$ cat src/rtl/shop_ledger_if.sv
// rtl/shop_ledger_if.sv - request/status bundle between the button front end and the ledger core
interface shop_ledger_if #(
    parameter int W_W = 4,
    parameter int W_P = 4,
    parameter int W_S = 16,
    parameter int W_T = 8
);
    logic               cal;
    logic               undo;
    logic [W_W-1:0]     weight;
    logic [W_P-1:0]     per;
    logic [W_W+W_P-1:0] price;
    logic [W_T-1:0]     times;
    logic [W_S-1:0]     sum;
    logic               state_cal;
    logic               state_reset;
    logic               busy;
    logic               full;
    logic               sat;
    logic               err;

    modport master (
        output cal, undo, weight, per,
        input  price, times, sum, state_cal, state_reset, busy, full, sat, err
    );

    modport slave (
        input  cal, undo, weight, per,
        output price, times, sum, state_cal, state_reset, busy, full, sat, err
    );
endinterface

$ cat src/rtl/shop_ledger.sv
// rtl/shop_ledger.sv - shift-add price multiplier, saturating running sum and undo history stack
module shop_ledger #(
    parameter int W_W   = 4,
    parameter int W_P   = 4,
    parameter int W_S   = 16,
    parameter int DEPTH = 8,
    parameter int W_T   = 8
) (
    input  logic           clk100mhz,
    input  logic           reset,
    shop_ledger_if.slave   bus
);
    localparam int W_M = W_W + W_P;
    localparam int W_C = $clog2(W_W + 1);
    localparam int W_X = W_S + 1;

    typedef enum logic [1:0] {IDLE, MUL, ADD, UNDO} state_t;

    state_t         state_q, state_d;
    logic [W_W-1:0] mplier_q, mplier_d;
    logic [W_M-1:0] mcand_q, mcand_d;
    logic [W_M-1:0] prod_q, prod_d;
    logic [W_C-1:0] cnt_q, cnt_d;
    logic [W_T-1:0] times_q, times_d;
    logic [W_S-1:0] sum_q, sum_d;
    logic           sat_q, sat_d;
    logic           scal_q, scal_d;
    logic           sres_q, sres_d;
    logic           err_q, err_d;
    logic [W_M-1:0] stack_q [DEPTH];
    logic           push;
    logic [W_M-1:0] top;
    logic           full;
    logic [W_S:0]   sum_ext;

    assign full    = (times_q == W_T'(DEPTH));
    assign sum_ext = {1'b0, sum_q} + W_X'(prod_q);

    // Top of stack is the entry just below the item count; empty ledger reads as 0.
    always_comb begin
        top = '0;
        for (int i = 0; i < DEPTH; i++) begin
            if (times_q == W_T'(i + 1)) begin
                top = stack_q[i];
            end
        end
    end

    always_comb begin
        state_d  = state_q;
        mplier_d = mplier_q;
        mcand_d  = mcand_q;
        prod_d   = prod_q;
        cnt_d    = cnt_q;
        times_d  = times_q;
        sum_d    = sum_q;
        sat_d    = sat_q;
        scal_d   = scal_q;
        sres_d   = sres_q;
        err_d    = 1'b0;
        push     = 1'b0;
        case (state_q)
            IDLE: begin
                if (bus.cal && bus.undo) begin
                    err_d = 1'b1;
                end else if (bus.cal) begin
                    if (full) begin
                        err_d = 1'b1;
                    end else begin
                        mplier_d = bus.weight;
                        mcand_d  = W_M'(bus.per);
                        prod_d   = '0;
                        cnt_d    = '0;
                        state_d  = MUL;
                    end
                end else if (bus.undo) begin
                    if (times_q == '0) begin
                        err_d = 1'b1;
                    end else begin
                        state_d = UNDO;
                    end
                end
            end
            MUL: begin
                err_d    = bus.cal | bus.undo;
                if (mplier_q[0]) begin
                    prod_d = prod_q + mcand_q;
                end
                mplier_d = mplier_q >> 1;
                mcand_d  = mcand_q << 1;
                cnt_d    = cnt_q + 1'b1;
                if (cnt_q == W_C'(W_W - 1)) begin
                    state_d = ADD;
                end
            end
            ADD: begin
                err_d   = bus.cal | bus.undo;
                push    = 1'b1;
                times_d = times_q + 1'b1;
                if (sum_ext[W_S]) begin
                    sum_d = '1;
                    sat_d = 1'b1;
                end else begin
                    sum_d = sum_ext[W_S-1:0];
                end
                scal_d  = 1'b1;
                sres_d  = 1'b0;
                state_d = IDLE;
            end
            UNDO: begin
                err_d   = bus.cal | bus.undo;
                times_d = times_q - 1'b1;
                // Once clamped, the true total is unknown, so the sum stays pinned.
                if (!sat_q) begin
                    sum_d = sum_q - W_S'(top);
                end
                if (times_q == W_T'(1)) begin
                    scal_d = 1'b0;
                end
                state_d = IDLE;
            end
            default: state_d = IDLE;
        endcase
    end

    always_ff @(posedge clk100mhz) begin
        if (reset) begin
            state_q  <= IDLE;
            mplier_q <= '0;
            mcand_q  <= '0;
            prod_q   <= '0;
            cnt_q    <= '0;
            times_q  <= '0;
            sum_q    <= '0;
            sat_q    <= 1'b0;
            scal_q   <= 1'b0;
            sres_q   <= 1'b1;
            err_q    <= 1'b0;
        end else begin
            state_q  <= state_d;
            mplier_q <= mplier_d;
            mcand_q  <= mcand_d;
            prod_q   <= prod_d;
            cnt_q    <= cnt_d;
            times_q  <= times_d;
            sum_q    <= sum_d;
            sat_q    <= sat_d;
            scal_q   <= scal_d;
            sres_q   <= sres_d;
            err_q    <= err_d;
        end
    end

    always_ff @(posedge clk100mhz) begin
        if (reset) begin
            for (int i = 0; i < DEPTH; i++) begin
                stack_q[i] <= '0;
            end
        end else if (push) begin
            for (int i = 0; i < DEPTH; i++) begin
                if (times_q == W_T'(i)) begin
                    stack_q[i] <= prod_q;
                end
            end
        end
    end

    assign bus.price       = top;
    assign bus.times       = times_q;
    assign bus.sum         = sum_q;
    assign bus.state_cal   = scal_q;
    assign bus.state_reset = sres_q;
    assign bus.busy        = (state_q == MUL) || (state_q == ADD);
    assign bus.full        = full;
    assign bus.sat         = sat_q;
    assign bus.err         = err_q;
endmodule

$ cat src/flat_wrapper.sv
// flat-port wrapper written by rule: the top's interface ports become plain ports
module shop_ledger_flat 
#(
    parameter int W_W   = 4,
    parameter int W_P   = 4,
    parameter int W_S   = 16,
    parameter int DEPTH = 8,
    parameter int W_T   = 8
)
  (clk100mhz, reset, bus_cal, bus_undo, bus_weight, bus_per, bus_price, bus_times, bus_sum, bus_state_cal, bus_state_reset, bus_busy, bus_full, bus_sat, bus_err);
  shop_ledger_if #(.W_W(W_W), .W_P(W_P), .W_S(W_S), .W_T(W_T)) bus_i ();
  input  logic clk100mhz;
  input  logic reset;
  input wire logic [$bits(bus_i.cal)-1:0] bus_cal;
  input wire logic [$bits(bus_i.undo)-1:0] bus_undo;
  input wire logic [$bits(bus_i.weight)-1:0] bus_weight;
  input wire logic [$bits(bus_i.per)-1:0] bus_per;
  output wire logic [$bits(bus_i.price)-1:0] bus_price;
  output wire logic [$bits(bus_i.times)-1:0] bus_times;
  output wire logic [$bits(bus_i.sum)-1:0] bus_sum;
  output wire logic [$bits(bus_i.state_cal)-1:0] bus_state_cal;
  output wire logic [$bits(bus_i.state_reset)-1:0] bus_state_reset;
  output wire logic [$bits(bus_i.busy)-1:0] bus_busy;
  output wire logic [$bits(bus_i.full)-1:0] bus_full;
  output wire logic [$bits(bus_i.sat)-1:0] bus_sat;
  output wire logic [$bits(bus_i.err)-1:0] bus_err;
  assign bus_i.cal = bus_cal;
  assign bus_i.undo = bus_undo;
  assign bus_i.weight = bus_weight;
  assign bus_i.per = bus_per;
  assign bus_price = bus_i.price;
  assign bus_times = bus_i.times;
  assign bus_sum = bus_i.sum;
  assign bus_state_cal = bus_i.state_cal;
  assign bus_state_reset = bus_i.state_reset;
  assign bus_busy = bus_i.busy;
  assign bus_full = bus_i.full;
  assign bus_sat = bus_i.sat;
  assign bus_err = bus_i.err;
  shop_ledger #(.W_W(W_W), .W_P(W_P), .W_S(W_S), .DEPTH(DEPTH), .W_T(W_T)) u_core (.clk100mhz(clk100mhz), .reset(reset), .bus(bus_i));
endmodule
$ cat config.mk
export PLATFORM = sky130hd
export DESIGN_NAME = shop_ledger_flat
export DESIGN_NICKNAME = d
export VERILOG_FILES = /design/src/rtl/shop_ledger_if.sv /design/src/rtl/shop_ledger.sv /design/src/flat_wrapper.sv
export SDC_FILE = /design/constraint.sdc
export NUM_CORES = 1
export LEC_CHECK = 0
export CORE_MARGIN = 2
export CORE_UTILIZATION = 50
export CTS_BUF_LIST = sky130_fd_sc_hd__clkbuf_8
export DETAILED_ROUTE_END_ITERATION = 10
export DONT_BUFFER_PORTS = 1
export GPL_TIMING_DRIVEN = 1
export PLACE_DENSITY_LB_ADDON = 0.25
export RECOVER_POWER = 25
export SLEW_MARGIN = 20
export SYNTH_ARGS = -nofsm -noshare
export SYNTH_HDL_FRONTEND = slang
export SYNTH_SLANG_ARGS = --single-unit
export TNS_END_PERCENT = 1
$ cat constraint.sdc
create_clock -name clk100mhz -period 5.6 [get_ports clk100mhz]
set_input_delay 0.84 -clock clk100mhz [delete_from_list [all_inputs] [get_ports clk100mhz]]
set_output_delay 0.84 -clock clk100mhz [all_outputs]
set_load 0.005 [all_outputs]
==> metrics, run 1 <==
post-synthesis simple-gate area fraction=20.1%; fmax=between 0.2 and 0.25 GHz; Die ar.=approximately 14000 µm²; CTS Sinks=~120; Hold WS=around 0.46 ns; status=finished, final reports clean; Nets=slightly below 800; Net Sw Power=around 1400 µW; Initial Utilization=50.8%; yosys warns=0; Synth Net Count=roughly 800; period utilization=about 87%; Post-Synthesis Cells=about 740; routability congestion estimate from global placement=~0.88; CP Launch Type=register; WP data required=5.93 ns; dpl hpwl=around 12000 µm; Clock power frac=19.7%; setup repair bufs after CTS=0; largest net degree at the start of global routing=between 40 and 50; share of power burned in registers=about 34%; vias in the first global route=5382; first-pass GRT wire length=between 20000 and 30000 µm; Max-slew headroom=43.0%; crit path kind=reg -> reg; Yosys reg bits=117; fillcell total=approximately 1200; row count=42; Core Region=13100 µm²; critical path capture point type=register; Routed Antenna Nets=0; Residual DRC=0; RSZ-0062 raised after global routing=no; Worst VDD drop=approximately 0.00026 V; Die X=120 µm; critical path fanouts, max=11; CTS tree=yes; post-DR wirelength/cell=about 18 µm; FFs w/ async S/R, synth=0%; PortBufs=0; Clock transition at path regs=approximately 0.070 ns; final hold violation count=0; Hold/Removal Path Class=reg -> reg; sw frac=42.9%; clk_lat worst skew=~0.44 ns; Placement Setup Slack=approximately 1.1 ns; Routed WL=~17000 µm; Pint=approximately 1900 µW; synthesized area=6680 µm²; Synth Area in Compound Gates=between 10% and 20%; worst slew pin tran=between 0.8 and 0.9 ns; CTS hold repair buffers=0; cell area power density=roughly 470 nW/µm²; vias=approximately 5600; I/O pins=50; CTS H-tree depth=4; GRT Util Overall=between 20% and 30%; final setup margin=0.709 ns; clk_skew=~0.01 ns; Post-Synth Adder-Cell Area=about 7.5%; drt first pass iters=7; Period minus WS final=4.89 ns; syn avg cell area=about 9.0 µm²; GR Overflow Total=0; leakage power=roughly 0.0028 µW; Area Overhead vs Synth=6.31%; ant diodes=0; Resized Gates After CTS=0; Max Buffers Root-to-Sink=2; Post-Synth XOR/XNOR Area=3.41%; ratio of cells with drive above 1 in the final layout=just under 6%; Yosys cell types=73; First DRT Iteration DRCs=635; vias per cell=~6.1; TritonCTS Buffers=17; CTS Root Cell=clkbuf_8; Pins Over Slew Limit=0; Die H=around 120 µm; Comb pwr share=46.7%; Final setup viols=0; largest family of logic cells by synthesized area=simple AND/OR/NAND/NOR gates; Sum Neg Setup Slack=0 ns; initial antenna violation count=0; mux cell area share after synthesis=between 1 and 1.5%; Post-synth EDFFs=64; worst path arrival time=approximately 5.2 ns; Top FF cell, synth=edfxtp_1; Max Cap Viol=0; sequential-to-total area share from yosys stat=between 40% and 50%
[critical path: stages (launching register included)]
cell	delay [ns]
dfxtp_1	0.43
nor4_1	0.53
nor3b_1	0.32
clkbuf_1	0.50
o211ai_1	0.27
a21oi_1	0.19
a21oi_1	0.06
nor2_1	0.09
a31oi_1	0.04
a31oi_1	0.22
a21oi_1	0.07
ha_1	0.30
nor2b_1	0.12
o21ai_0	0.14
nand2b_1	0.12
maj3_2	0.32
maj3_2	0.36
a31oi_4	0.28
o21ai_0	0.12
a211o_1	0.27
[worst paths after layout]
kind	slack (ns)	end	cells after the start	startpoint
hold reg to reg	0.46	u_core.cnt_q[2]	2	u_core.cnt_q[2]
setup / recovery	0.71	u_core.bus.sum[15]	19	u_core.bus.times[3]
hold / removal	0.46	u_core.cnt_q[2]	2	u_core.cnt_q[2]
setup reg to reg	0.71	u_core.bus.sum[15]	19	u_core.bus.times[3]
[state kept, by name, summed over array words and instances (netlist names)]
name                    flops
u_core.mcand_q              8
u_core.stack_q             64
u_core.bus.sum             16
u_core.mplier_q             4
u_core.bus.sat              1
u_core.cnt_q                3
u_core.bus.err              1
u_core.prod_q               8
u_core.state_q              2
u_core.bus.state_cal        1
u_core.bus.times            8
u_core.bus.state_reset      1
[per-stage QoR]
stage	cells	cell area (µm²)	power (µW)	util [%]
floorplan	742	6680	2310	-
global placement	887	6800	2640	51.7
detailed placement	887	6800	2680	51.7
CTS	919	7120	3340	54.2
global route	919	7100	3550	54.1
finish	919	7100	3340	54.1
[synth_stat cells (5+ instances only)]
cell | number | area, µm²
nand4_1 | 7 | 43.8
clkbuf_1 | 30 | 113
mux2i_1 | 7 | 70.1
xnor2_1 | 14 | 123
a31oi_1 | 14 | 87.6
dfxtp_1 | 53 | 1060
nand3_1 | 40 | 200
nand2b_1 | 8 | 50.1
ha_1 | 32 | 400
or3_1 | 5 | 31.3
a21o_1 | 12 | 90.1
nor2_1 | 109 | 409
edfxtp_1 | 64 | 1920
a21oi_1 | 59 | 295
xor2_1 | 12 | 105
nand2_1 | 66 | 248
nor2b_1 | 5 | 31.3
o21a_1 | 5 | 37.5
a211oi_1 | 13 | 97.6
o211ai_1 | 14 | 105
inv_1 | 35 | 131
nor3_1 | 12 | 60.1
o21ai_0 | 29 | 145
[area by class of cell]
cell class	count	area [µm²]	share of cell area [%]
Timing Repair Buffer	8	52.6	0.740
Tap cell	176	220	3.10
Clock buffer	17	234	3.29
Inverter	37	139	1.96
Clock inverter	15	90.1	1.27
Multi-Input combinational cell	549	3380	47.6
Sequential cell	117	2980	42.0
[routing by layer]
layer | wire (µm) | track usage [%] | vias to the layer above
met5 | 0 | 0 | -
met4 | 272 | 9.19 | 0
met3 | 1350 | 7.27 | 23
met2 | 7710 | 37.6 | 213
met1 | 7490 | 32.6 | 2689
li1 | - | - | 2656
[power by group through the flow]
stage	combinational, µW	sequential, µW	clock, µW
6_report	1560	1120	658
5_1_grt	1710	1130	708
4_1_cts	1550	1120	669
3_5_place_dp	1540	1140	0
3_3_place_gp	1510	1130	0
2_1_floorplan	1210	1090	0
[cells in the final DEF, fill, tap and decap left out, drive strengths merged, types with 6 or more instances in the layout]
cell	count
a21o	12
nor2	109
o21ai	31
nand3	40
clkbuf	19
xnor2	14
a211oi	13
nand2b	8
a21oi	59
nor3	13
inv	43
xor2	12
o211ai	14
ha	32
clkinv	7
nand2	66
a31oi	15
dfxtp	53
nand4	7
mux2i	7
buf	6
edfxtp	64
[kinds of logic (layout without fill, tap and decap cells)]
family	count (synthesis)	after routing
AO/OA/AOI/OAI	192	192
XOR/XNOR	26	26
adder cells (fa/ha/maj)	39	39
buffers and inverters	76	77
flip-flops	117	117
multiplexers	7	7
AND/OR/NAND/NOR	285	285
(Power assumes the default switching activity.)
==> inputs of run 2 (changes only) <==
--- a/config.mk
+++ b/config.mk
@@ -10,7 +10,7 @@
 export CTS_BUF_LIST = sky130_fd_sc_hd__clkbuf_8
 export DETAILED_ROUTE_END_ITERATION = 10
 export DONT_BUFFER_PORTS = 1
-export GPL_TIMING_DRIVEN = 1
+export GPL_TIMING_DRIVEN = 0
 export PLACE_DENSITY_LB_ADDON = 0.25
 export RECOVER_POWER = 25
 export SLEW_MARGIN = 20
==> metrics, run 2 (synthesis gave the netlist of run 1 again) <==
status=finished, final reports clean; CTS Sinks=117 (unchanged); critical path fanouts, max=10 (-1); GR Overflow Total=0 (unchanged); ant diodes=0 (unchanged); CTS tree=yes; Area Overhead vs Synth=8.28%; initial antenna violation count=0 (unchanged); dpl hpwl=13000 µm (+6.8%); worst slew pin tran=1.20 ns (+0.351 ns); crit path kind=reg -> reg; CTS Root Cell=clkbuf_8; ratio of cells with drive above 1 in the final layout=5.43% (-0.50 points); critical path capture point type=register; most common cell after layout, fill and taps aside=nor2_1; Placement Setup Slack=0.756 ns (-0.381 ns); final setup margin=0.501 ns (-0.207 ns); Worst VDD drop=0.000246 V (-7.2%); Initial Utilization=50.8% (unchanged); worst path arrival time=5.44 ns (+0.22 ns); routability congestion estimate from global placement=0.959 (+8.9%); Hold/Removal Path Class=reg -> reg; clk_lat worst skew=0.45 ns (about the same); vias=5770 (+3.4%); Largest register FFs=64 (unchanged); Die ar.=14300 µm² (unchanged); Core Region=13100 µm² (unchanged); CTS hold repair buffers=0 (unchanged); drt first pass iters=7 (unchanged); Resized Gates After CTS=0 (unchanged); TritonCTS Buffers=17 (unchanged); R2R depth=20 (+1); cell area power density=479 nW/µm² (+2.0%); PortBufs=0 (unchanged); Residual DRC=0 (unchanged); Die X=120 µm (unchanged); Hold Crit Depth=2 (unchanged); Sum Neg Setup Slack=0 ns (unchanged); WP data required=5.95 ns (+0.02 ns); GRT Util Overall=25.3% (+0.88 points); leakage power=0.00278 µW (+0.90%); Max Buffers Root-to-Sink=2 (unchanged); CTS H-tree depth=4 (unchanged); final hold violation count=0 (unchanged); setup slack, reg-to-reg=0.50 ns (-0.21 ns); post-DR wirelength/cell=18.7 µm (+2.2%); Routed WL=17800 µm (+5.7%); Final setup viols=0 (unchanged); I/O pins=50 (unchanged); setup repair bufs after CTS=0 (unchanged); period utilization=91.0% (+3.7 points); Most flops, register=u_core.stack_q; First DRT Iteration DRCs=629 (-0.94%); first-pass GRT wire length=28200 µm (+2.9%); largest net degree at the start of global routing=17 (-63%); Max-slew headroom=19.7% (-23 points); Die H=120 µm (unchanged); clk_skew=0.0105 ns (+0.000297 ns); Max Cap Viol=0 (unchanged); Period minus WS final=5.10 ns (+0.207 ns); vias in the first global route=5490 (+2.0%); Pins Over Slew Limit=0 (unchanged); fmax=0.196 GHz (-4.1%); Routed Antenna Nets=0 (unchanged); row count=42 (unchanged); Clock transition at path regs=0.07 ns (about the same); Nets=808 (+4.0%); vias per cell=6.07 (about the same); most frequent cells in the layout=nor2_1 (109), nand2_1 (66), edfxtp_1 (64); RSZ-0062 raised after global routing=no; CP Launch Type=register
-- run 2: final cells by class --
type | instances | area (µm²)
Multi-Input combinational cell | 549 | 3380
Inverter | 37 | 139
Clock buffer | 17 | 234
Tap cell | 176 | 220
Buffer | 39 | 153
Clock inverter | 15 | 125
Sequential cell | 117 | 2980
Fill cell | 1226 | 5900
-- run 2: metal layers --
| metal | vias up | global-route usage (%) | wire (µm) |
|---|---|---|---|
| li1 | 2725 | - | - |
| met3 | 40 | 6.84 | 1410 |
| met2 | 257 | 38.2 | 7990 |
| met4 | 0 | 11.9 | 536 |
| met5 | - | 0 | 0 |
| met1 | 2748 | 33.8 | 7840 |
-- run 2: stage by stage --
stage	total power (µW)	instances	cell area [µm²]	hold WS [ns]	util [%]
floorplan	2310	742	6680	0.432	-
global placement	2670	918	6900	0.440	52.5
detailed placement	2720	918	6900	0.456	52.5
CTS	3450	950	7260	0.466	55.3
global route	3670	950	7230	0.495	55.1
finish	3470	950	7230	0.464	55.1
-- run 2: worst max-delay path, stage by stage (launching register included) --
cell and delay [ns]:
dfxtp_1 0.33, clkbuf_1 0.21, nor4_1 0.54, nor3b_2 0.38
clkbuf_1 0.45, o211ai_1 0.24, a21oi_1 0.17, a21oi_1 0.05
nor2_1 0.13, a31oi_1 0.06, a31oi_1 0.25, a21oi_1 0.08
ha_1 0.28, nor2b_1 0.12, o21ai_0 0.16, nand2b_1 0.15
maj3_2 0.34, maj3_2 0.35, a31oi_4 0.30, a31oi_1 0.13
nor4bb_1 0.28
-- run 2: path summary, 6_finish.rpt --
path | endpoint | from
min reg2reg | u_core.cnt_q[2] | u_core.cnt_q[2]
max reg2reg | u_core.bus.sum[11] | u_core.bus.times[3]
min | u_core.cnt_q[2] | u_core.cnt_q[2]
max | u_core.bus.sum[11] | u_core.bus.times[3]
-- run 2: where the power goes --
part           internal [µW]  switching, µW  total (µW)
registers               1000            103        1110
logic                    580           1050        1630
clock network            381            350         731
==> inputs of run 3 (changes only) <==
--- a/config.mk
+++ b/config.mk
@@ -5,8 +5,9 @@
 export SDC_FILE = /design/constraint.sdc
 export NUM_CORES = 1
 export LEC_CHECK = 0
+export CORE_ASPECT_RATIO = 1.2
 export CORE_MARGIN = 2
-export CORE_UTILIZATION = 50
+export CORE_UTILIZATION = 60
 export CTS_BUF_LIST = sky130_fd_sc_hd__clkbuf_8
 export DETAILED_ROUTE_END_ITERATION = 10
 export DONT_BUFFER_PORTS = 1
==> metrics, run 3 (synthesis gave the netlist of run 1 again) <==
GRT Util Overall=30.5% (+5.2 points); Max Buffers Root-to-Sink=2 (unchanged); first-pass GRT wire length=28400 µm (+0.68%); Period minus WS final=5.16 ns (+0.0616 ns); Routed Antenna Nets=0 (unchanged); Sum Neg Setup Slack=0 ns (unchanged); Die ar.=12000 µm² (-16%); CP Launch Type=register; TritonCTS Buffers=17 (unchanged); CTS hold repair buffers=0 (unchanged); Die H=120 µm (unchanged); setup repair bufs after CTS=0 (unchanged); Resized Gates After CTS=0 (unchanged); Worst VDD drop=0.000290 V (+18%); Hold Crit Depth=2 (unchanged); period utilization=92.1% (+1.1 points); hold endpoint=u_core.cnt_q[2]; cell area power density=495 nW/µm² (+3.4%); final hold violation count=0 (unchanged); Hold/Removal Path Class=reg -> reg; setup slack, reg-to-reg=0.44 ns (-0.06 ns); Worst Hold Launch=u_core.cnt_q[2]; crit path kind=reg -> reg; status=finished, final reports clean; worst path arrival time=5.51 ns (+0.07 ns); CTS H-tree depth=4 (unchanged); Core Region=10900 µm² (-17%); vias in the first global route=5615 (+2.3%); RR Endpoint=u_core.bus.sum[11]; worst flop-to-flop path startpoint=u_core.bus.times[4]; Routed WL=17800 µm (about the same); leakage power=0.00280 µW (+0.97%); CTS tree=yes; CTS Sinks=117 (unchanged); total power=3600 µW (+3.8%); Area Overhead vs Synth=8.73%; critical path capture point type=register; row count=42 (unchanged); I/O pins=50 (unchanged); vias per cell=6.39 (+5.3%); largest net degree at the start of global routing=17 (unchanged); PortBufs=0 (unchanged); Most flops, register=u_core.stack_q; clk_skew=0.0135 ns (+0.00301 ns); vias=5793 (+0.40%); Initial Utilization=61.1% (+10 points); ant diodes=0 (unchanged); First DRT Iteration DRCs=542 (-14%); GR Overflow Total=0 (unchanged); most frequent cells in the layout=nor2_1 (109), nand2_1 (66), edfxtp_1 (64); CTS Root Cell=clkbuf_8; Die X=100 µm (-16%); dpl hpwl=13000 µm (+0.20%); most common cell after layout, fill and taps aside=nor2_1; Residual DRC=0 (unchanged); Nets=808 (unchanged); post-DR wirelength/cell=19.6 µm (+4.8%); Max Cap Viol=0 (unchanged); ratio of cells with drive above 1 in the final layout=6.59% (+1.2 points); final setup margin=0.440 ns (-0.0616 ns); Final setup viols=0 (unchanged); RSZ-0062 raised after global routing=no; routability congestion estimate from global placement=0.934 (-2.6%); critical path fanouts, max=10 (unchanged); drt first pass iters=6 (-1); worst slew pin tran=1.02 ns (-0.179 ns); clk_lat worst skew=0.45 ns (about the same); fmax=0.194 GHz (-1.2%); Largest register FFs=64 (unchanged); fillcell total=937 (-24%); Pins Over Slew Limit=0 (unchanged); WP data required=5.95 ns (about the same); Clock transition at path regs=0.08 ns (about the same); R2R depth=20 (unchanged); Max-slew headroom=31.7% (+12 points); Placement Setup Slack=0.718 ns (-0.0381 ns); initial antenna violation count=0 (unchanged)
-- run 3: layout make-up --
type | instances | area [µm²] | area share (%)
Multi-Input combinational cell | 549 | 3380 | 46.5
Sequential cell | 117 | 2980 | 41.1
Clock buffer | 17 | 234 | 3.22
Clock inverter | 15 | 203 | 2.79
Tap cell | 132 | 165 | 2.27
Buffer | 39 | 160 | 2.20
Inverter | 37 | 139 | 1.91
-- run 3: routing by layer --
metal / GRT usage [%] / up-vias / part of all wire, %
met5: 0 / - / 0
li1: - / 2732 / -
met4: 10.4 / 0 / 2.7
met3: 7.51 / 48 / 7.7
met2: 52.6 / 284 / 51
met1: 37.1 / 2729 / 39
-- run 3: worst max-delay path by stage --
stage | from | endpoint | slack [ns] | cells after the start
2_1_floorplan | u_core.bus.times[0] | u_core.bus.sum[15] | 1.57 | 21
4_1_cts | u_core.bus.times[1] | u_core.bus.sum[15] | 0.69 | 21
5_1_grt | u_core.bus.times[4] | u_core.bus.sum[11] | 0.19 | 20
6_report | u_core.bus.times[4] | u_core.bus.sum[11] | 0.44 | 20
3_3_place_gp | u_core.bus.times[1] | u_core.bus.sum[15] | 0.74 | 21
3_5_place_dp | u_core.bus.times[1] | u_core.bus.sum[15] | 0.72 | 21
-- run 3: stage by stage --
step                      instance area [µm²]  hold WS (ns)  util [%]  cells
after floorplan                          6680         0.432         -    742
after global placement                   6850         0.443      62.6    874
after detailed placement                 6850         0.448      62.6    874
after CTS                                7280         0.456      66.6    906
after global routing                     7260         0.489      66.4    906
final                                    7260         0.454      66.4    906
-- run 3: critical path: stages (launching register included) --
cell	delay, ns
dfxtp_1	0.32
buf_4	0.16
nor4_1	0.65
nor3b_2	0.40
clkbuf_1	0.43
o211ai_1	0.23
a21oi_1	0.18
a21oi_1	0.08
nor2_1	0.15
a31oi_1	0.06
a31oi_1	0.25
a21oi_1	0.08
ha_1	0.29
nor2b_1	0.13
o21ai_0	0.14
nand2b_1	0.12
maj3_2	0.32
maj3_2	0.36
a31oi_4	0.31
a31oi_1	0.13
nor4bb_1	0.27
-- run 3: power breakdown --
group	switching [µW]	internal, µW	total, µW	leakage, µW
Clock	375	487	862	0.000216
Sequential	104	1000	1110	0.00109
Combinational	1050	581	1630	0.00150
